==> src/rtl/seq_detector_param.sv <==
// ---------------------------------------------------------------------------
// seq_detector_param
//   Serial pattern detector with a registered, Moore-style match flag.
//   The pattern is loadable at runtime. Matches may overlap or not. Input
//   beats are qualified by a valid strobe, and matches are counted in a
//   saturating counter.
//
//   Optional build macro: SEQ_DET_MASK_EN
//     When defined, this adds mask_in. mask_in is captured on load, and its
//     reset value is all ones. Pattern bits whose mask bit is 0 are
//     don't-care in the compare. Without the macro, the compare is exact.
//
//   Ports
//     clock           rising-edge clock
//     reset_n         asynchronous active-low reset
//     enable          detector enable (0 forces IDLE)
//     load            write pattern_in (and mask_in) into the pattern register
//     pattern_in      new pattern, MSB is the first bit received
//     mask_in         per-bit compare mask (SEQ_DET_MASK_EN builds only)
//     overlap         1 = overlapping matches, 0 = non-overlapping
//     sequence_valid  sequence_in carries a beat this cycle
//     sequence_in     serial data bit
//     count_clear     synchronous clear of match_count
//     detector_out    high for each cycle spent in MATCH
//     match_count     saturating number of matches
//     armed           high in HUNT or MATCH
//
//   state | meaning
//   ------+--------------------------------------------------------------
//   IDLE  | detector disabled; beats ignored; history and fill held at 0
//   HUNT  | shifting beats in and comparing against the pattern
//   MATCH | previous beat completed a match; detector_out is high
// ---------------------------------------------------------------------------
module seq_detector_param #(
  parameter int                     PATTERN_LEN     = 4,
  parameter logic [PATTERN_LEN-1:0] DEFAULT_PATTERN = PATTERN_LEN'(4'b1011),
  parameter int                     CNT_W           = 8
) (
  input  logic                   clock,
  input  logic                   reset_n,
  input  logic                   enable,
  input  logic                   load,
  input  logic [PATTERN_LEN-1:0] pattern_in,
`ifdef SEQ_DET_MASK_EN
  input  logic [PATTERN_LEN-1:0] mask_in,
`endif
  input  logic                   overlap,
  input  logic                   sequence_valid,
  input  logic                   sequence_in,
  input  logic                   count_clear,
  output logic                   detector_out,
  output logic [CNT_W-1:0]       match_count,
  output logic                   armed
);

  // fill counts received beats up to PATTERN_LEN, so it needs to hold that value.
  localparam int FW = $clog2(PATTERN_LEN + 1);
  localparam logic [FW-1:0] LEN_F = FW'(PATTERN_LEN);
  localparam logic [FW:0]   LEN_X = (FW+1)'(PATTERN_LEN);

  typedef enum logic [1:0] {
    IDLE  = 2'd0,
    HUNT  = 2'd1,
    MATCH = 2'd2
  } state_t;

  state_t                 state_q, state_d;
  logic [PATTERN_LEN-1:0] pattern_q, pattern_d;
  logic [PATTERN_LEN-1:0] history_q, history_d;
  logic [FW-1:0]          fill_q, fill_d;
  logic [CNT_W-1:0]       count_q, count_d;
  logic                   match_evt;

  logic [PATTERN_LEN-1:0] shifted;
  logic [FW:0]            fill_inc;
  logic [FW-1:0]          fill_sat;
  logic                   fill_full;
  logic                   pattern_hit;

  assign shifted   = {history_q[PATTERN_LEN-2:0], sequence_in};
  assign fill_inc  = (FW+1)'(fill_q) + (FW+1)'(1);
  assign fill_full = (fill_inc >= LEN_X);
  assign fill_sat  = fill_full ? LEN_F : fill_inc[FW-1:0];

`ifdef SEQ_DET_MASK_EN
  logic [PATTERN_LEN-1:0] mask_q, mask_d;

  assign pattern_hit = (((shifted ^ pattern_q) & mask_q) == '0);

  always_ff @(posedge clock or negedge reset_n) begin
    if (!reset_n) begin
      mask_q <= '1;
    end else begin
      mask_q <= mask_d;
    end
  end

  always_comb begin
    mask_d = mask_q;
    if (load) begin
      mask_d = mask_in;
    end
  end
`else
  assign pattern_hit = (shifted == pattern_q);
`endif

  always_ff @(posedge clock or negedge reset_n) begin
    if (!reset_n) begin
      state_q   <= IDLE;
      pattern_q <= DEFAULT_PATTERN;
      history_q <= '0;
      fill_q    <= '0;
      count_q   <= '0;
    end else begin
      state_q   <= state_d;
      pattern_q <= pattern_d;
      history_q <= history_d;
      fill_q    <= fill_d;
      count_q   <= count_d;
    end
  end

  // The pattern write on load happens even with enable low. Only the
  // state/history path gives enable priority over load.
  always_comb begin
    state_d   = state_q;
    pattern_d = pattern_q;
    history_d = history_q;
    fill_d    = fill_q;
    match_evt = 1'b0;

    if (load) begin
      pattern_d = pattern_in;
    end

    if (!enable) begin
      state_d   = IDLE;
      history_d = '0;
      fill_d    = '0;
    end else if (load) begin
      // A beat that arrives in the same cycle as a load is discarded.
      state_d   = HUNT;
      history_d = '0;
      fill_d    = '0;
    end else begin
      case (state_q)
        IDLE: begin
          state_d   = HUNT;
          history_d = '0;
          fill_d    = '0;
        end
        HUNT, MATCH: begin
          // A bubble leaves history untouched. MATCH still falls back to HUNT.
          state_d = HUNT;
          if (sequence_valid) begin
            history_d = shifted;
            fill_d    = fill_sat;
            if (pattern_hit && fill_full) begin
              state_d   = MATCH;
              match_evt = 1'b1;
              if (!overlap) begin
                fill_d = '0;
              end
            end
          end
        end
        default: begin
          state_d   = IDLE;
          history_d = '0;
          fill_d    = '0;
        end
      endcase
    end
  end

  // The counter updates on the same edge that enters or holds MATCH, so it
  // lines up with detector_out.
  always_comb begin
    count_d = count_q;
    if (count_clear) begin
      count_d = match_evt ? CNT_W'(1) : '0;
    end else if (match_evt && (count_q != '1)) begin
      count_d = count_q + CNT_W'(1);
    end
  end

  assign detector_out = (state_q == MATCH);
  assign armed        = (state_q == HUNT) || (state_q == MATCH);
  assign match_count  = count_q;

endmodule

==> config.mk <==
export PLATFORM = sky130hd
export DESIGN_NAME = seq_detector_param
export DESIGN_NICKNAME = d
export VERILOG_FILES = /design/src/rtl/seq_detector_param.sv
export SDC_FILE = /design/constraint.sdc
export NUM_CORES = 1
export LEC_CHECK = 0
export CORE_AREA = 2 2 48 73
export CTS_BUF_LIST = sky130_fd_sc_hd__clkbuf_4 sky130_fd_sc_hd__clkbuf_8
export DETAILED_ROUTE_END_ITERATION = 8
export DIE_AREA = 0 0 50 75
export PLACE_DENSITY_LB_ADDON = 0.15
export SKIP_LAST_GASP = 1
export SYNTH_ARGS = -nofsm -noshare
export SYNTH_HDL_FRONTEND = slang
export SYNTH_SLANG_ARGS = --single-unit
==> constraint.sdc <==
create_clock -name clock -period 4.7 [get_ports clock]
set_input_delay 0.47 -clock clock [delete_from_list [all_inputs] [get_ports clock]]
set_output_delay 0.47 -clock clock [all_outputs]
set_load 0.02 [all_outputs]
== Word level (Yosys, flattened, before mapping) ==
Index checks and enable logic that the tools add are counted.

* Add/subtract/negate cells: 2
* $lt $le $gt $ge: 1
* Equality and inequality tests: 5
* Mux-type cells: 24
* Reductions and logical operators: 6

{| class="wikitable"
|+ Operator list
! cell !! count
|-
| $mux W3 || 11
|-
| $mux W8 || 2
|-
| $add A8 B1 Y8 const B || 1
|-
| $mux W2 || 4
|-
| $ne A8 B8 Y1 const B || 1
|-
| $mux W1 || 6
|-
| $add A3 B1 Y4 const B || 1
|-
| $eq A4 B4 Y1 || 1
|-
| $ge A4 B3 Y1 const B || 1
|-
| $ne A4 B4 Y1 const B || 1
|-
| $pmux W2 S2 || 1
|-
| $eq A2 B1 Y1 const B || 1
|-
| $eq A2 B2 Y1 const B || 1
|-
| $logic_and A1 B1 Y1 || 2
|-
| $logic_not A2 Y1 || 1
|-
| $reduce_bool A2 Y1 || 1
|-
| $reduce_or A2 Y1 || 1
|-
| $logic_or A1 B1 Y1 || 1
|}

* Register bits: 20
* Input port bits: 12
* Output and inout bits: 10

== Depth between registers and ports, before layout ==
* Word-level depth: 11
* Mapped depth: 7
* Mapped depth without buffers: 6

== Worst setup path after synthesis ==
Ideal clock, no wire load.

* Path kind: reg2reg
* Start point: register state_q[1]
* End point: register count_q[3] (netlist: match_count[3])
* Library setup time: 128 ps
* Arrival time: 2011 ps
* Required time: 4572 ps
* Setup slack: 2561 ps
* Cell stages (with the launch flop): 8
* Period minus slack after synthesis: 2139 ps
* Path through: dfrtp_1 inv_1 ha_1 nand4b_4 or3_1 buf_6 nor4_1 mux2_1

* Cells in the longest elaborated chain, start to end: 7
* Elaborated cells on any way between the ends: 8
* Those cells by class: 2 x eq/ne; 3 x mux; 3 x reduce/logical

{| class="wikitable"
|+ Ends and longest elaborated chain
! what !! line !! text
|-
| start: declaration || 67 || <nowiki>state_t state_q, state_d;</nowiki>
|-
| start signal: assignment || 116 || <nowiki>state_q <= state_d;</nowiki>
|-
| $eq A2 B2 Y1 or $eq A2 B1 Y1 (tied branches) || 147 || <nowiki>case (state_q)</nowiki>
|-
| $reduce_or A2 Y1 (*) || 147 ||
|-
| $mux W1 (*) || 147 ||
|-
| $mux W1 (*) || 141 || <nowiki>end else if (load) begin</nowiki>
|-
| $mux W1 (*) || 137 || <nowiki>if (!enable) begin</nowiki>
|-
| $logic_and A1 B1 Y1 (*) || 183 || <nowiki>end else if (match_evt && (count_q != '1)) begin</nowiki>
|-
| $reduce_bool A2 Y1 (no source line) (*) || n/a ||
|-
| end signal: assignment || 120 || <nowiki>count_q <= count_d;</nowiki>
|-
| end: declaration || 71 || <nowiki>logic [CNT_W-1:0] count_q, count_d;</nowiki>
|}

Mark *: on every way between the ends. The rest lies on a longest branch, timed or not.
A chain may end at the register's enable or synchronous reset.

== Worst setup path after layout ==
* Start point: input port sequence_valid
* End point: register count_q[3] (netlist: match_count[3])

* Cells in the longest elaborated chain, start to end: 6

{| class="wikitable"
|+ Ends and longest elaborated chain
! what !! line !! text
|-
| start: declaration || 48 || <nowiki>input logic sequence_valid,</nowiki>
|-
| $mux W1 || 156 || <nowiki>if (sequence_valid) begin</nowiki>
|-
| $mux W1 || 147 ||
|-
| $mux W1 || 141 ||
|-
| $mux W1 || 137 ||
|-
| $logic_and A1 B1 Y1 || 183 ||
|-
| $reduce_bool A2 Y1 (no source line) || n/a ||
|}

No other way between the ends.

==> out/results.txt <==
outcome - completed
EDFF count, synth - 0
hpwl dp - 1.960 mm
crit path buf inv count - 1
Via density - 5.398
Slew Limit Fails - 0
Synth warnings - 0
first-pass GRT wire length - 4.650 mm
via count - 977
# rows - 25
critical path's slowest cell - clkdlybuf4s50_1
Die W - 50 um
Antenna Cells - 0
Hold Path Depth - 2
CP delay by family, top - simple AND/OR/NAND/NOR gates
worst skew pair latency - 0.26 ns
WP depth - 5
synthesis-stage register bit count - 20
most frequent cells in the layout - clkdlybuf4s50_1, dfrtp_1, nor2_1, nand2_1
post-cts resize count - 0
drt total wl - 2.605 mm
DP Area - 1433 um^2
syn avg cell area - 9.979 um^2
DP Worst Slack - 2.089 ns
Critical Path AT - 2.49 ns
Initial Util - 38.99%
Clock Tree Root - clkbuf_8
CTS Buf Count - 3
clk_skew - 0.005498 ns
GRT Resource Usage Total - 16.36%
DR pass1 iterations - 4
total core area - 3097 um^2
register area share after synthesis - 41.76%
share of layout cells above drive strength 1 - 14.18%
maxcap violations - 0
fin crit share - 49.89%
CP Max Fanout - 8
Post-Syn Instances - 121
Syn Nets - 138
Syn Std Cell Area - 1207 um^2
Required @ worst endpoint - 4.84 ns
pin count of the biggest net entering global routing - 21
die area - 3750 um^2
dominant synthesized flop cell - dfrtp_1
distinct cell type count after synthesis - 38
R2R depth - 6
crit end category - register
nets - 159
total negative slack - 0 ns
CP Launch Type - input pin
crit path kind - input pin to register
Routed WL per cell - 14.39 um
min Tclk post-route - 2.345 ns
fin worst setup slack - 2.355 ns
H-Tree Depth - 1
drt initial violations - 23
Worst-path clk slew - 0.08 ns
leakage - 0.6091 nW
Final Cell Area - 1488 um^2
maximum VDD drop - 0.1073 mV
CTS tree - done
PortBufs - 21
antenna-violating nets left - 0
Synth async-reset ratio - 100.0%
Slew @ Worst Pin - 0.9851 ns
commonest non-fill, non-tap cell in the layout - clkdlybuf4s50_1
Final Hold Fails - 0
CP max stage delay - 0.69 ns
number of antenna violations at the first check in global routing - 0
Sink Count - 20
Slew HR - 34.26%
hold buffers post-CTS - 0
endpoints failing setup - 0
RSZ-0062 raised after global routing - false
fmax - 426.5 MHz
GRT overflow - 0
P per Cell Area - 240.2 nW/um^2
critical path, cell by cell - clkdlybuf4s50_1 -> nand4b_4 -> or3_1 -> nor4_1 -> mux2_1
worst hold path class - register to register
die height - 75 um
DR DRC count - 0
area delta synth->final - 23.21%
Max clock buf depth - 2
total power - 0.3573 mW
gp weighted congestion - 0.8989
post-CTS setup buffer count - 0
vias in the first global route - 1043
I/O pin cnt - 22
-- cells by family after synthesis --
kind of cell	after synthesis	synth area share [%]
multiplexers	12	10.88
adder cells (fa/ha/maj)	5	5.181
XOR/XNOR	4	2.902
AND/OR/NAND/NOR	54	24.87
buffers and inverters	10	4.456
AO/OA/AOI/OAI	16	9.949
flip-flops	20	41.76
-- tightest hold or removal path, cell delays in order, from the launching register on --
cell and delay (ns):
dfrtp_1 0.36, mux2i_1 0.07, nor2_1 0.09
-- flip-flops by register name, summed over array words and instances, names as in the netlist --
name / count
fill_q: 3
history_q: 3
match_count: 8
pattern_q: 4
state_q: 2
-- metrics by stage --
step	utilization, %	cells	hold slack (ns)
finish	48.04	181	0.5570
global route	48.04	181	0.5866
CTS	48.04	181	0.5631
detailed placement	46.26	177	0.5456
global placement	46.26	177	0.5396
floorplan	-	121	0.1744
-- power by group --
group | total [mW] | leakage, nW | switching [mW] | internal (mW)
Clock | 0.132 | 0.0288 | 0.0577 | 0.0746
Sequential | 0.183 | 0.264 | 0.00378 | 0.179
Combinational | 0.0423 | 0.316 | 0.0214 | 0.0209
-- routing by layer --
| metal | part of all wire [%] | global-route usage (%) | vias to the layer above | wire [um] |
|---|---|---|---|---|
| li1 | - | - | 475 | - |
| met1 | 42 | 18.15 | 471 | 1091 |
| met2 | 52 | 29.82 | 23 | 1349 |
| met3 | 3.9 | 2.976 | 8 | 102 |
| met4 | 2.3 | 8.025 | 0 | 61 |
| met5 | 0 | 0 | - | 0 |
-- synth_stat cells (3+ instances only) --
master / number / area [um^2]
nor2_1: 11 / 41.29
a21oi_1: 3 / 15.01
and2_1: 3 / 18.77
dfstp_2: 3 / 78.83
mux2_2: 7 / 78.83
nand4_1: 3 / 18.77
mux2i_1: 3 / 30.03
inv_1: 5 / 18.77
nand2_1: 8 / 30.03
nor4_1: 5 / 31.28
dfrtp_1: 17 / 425.4
ha_1: 5 / 62.56
nor2b_1: 7 / 43.79
nor3_1: 6 / 30.03
or2_2: 3 / 18.77
-- final cells by class --
type	count	area (um^2)
multi-input cells	91	649.4
well taps	40	50.05
inverters	5	18.77
fillers	294	1609
clock buffers	4	55.05
repair buffers	21	210.2
flip-flops and latches	20	504.2
-- path summary, 6_finish.rpt --
check,start,to,slack [ns]
worst max-delay path,sequence_valid,match_count[3],2.36
worst max register to register,state_q[1],match_count[3],2.48
worst min-delay path,history_q[2],history_q[2],0.56
worst min register to register,history_q[2],history_q[2],0.56
max in group asynchronous,reset_n,fill_q[2],3.41
min in group asynchronous,reset_n,state_q[0],0.72
Note: power is estimated with default switching activity, not from simulation.
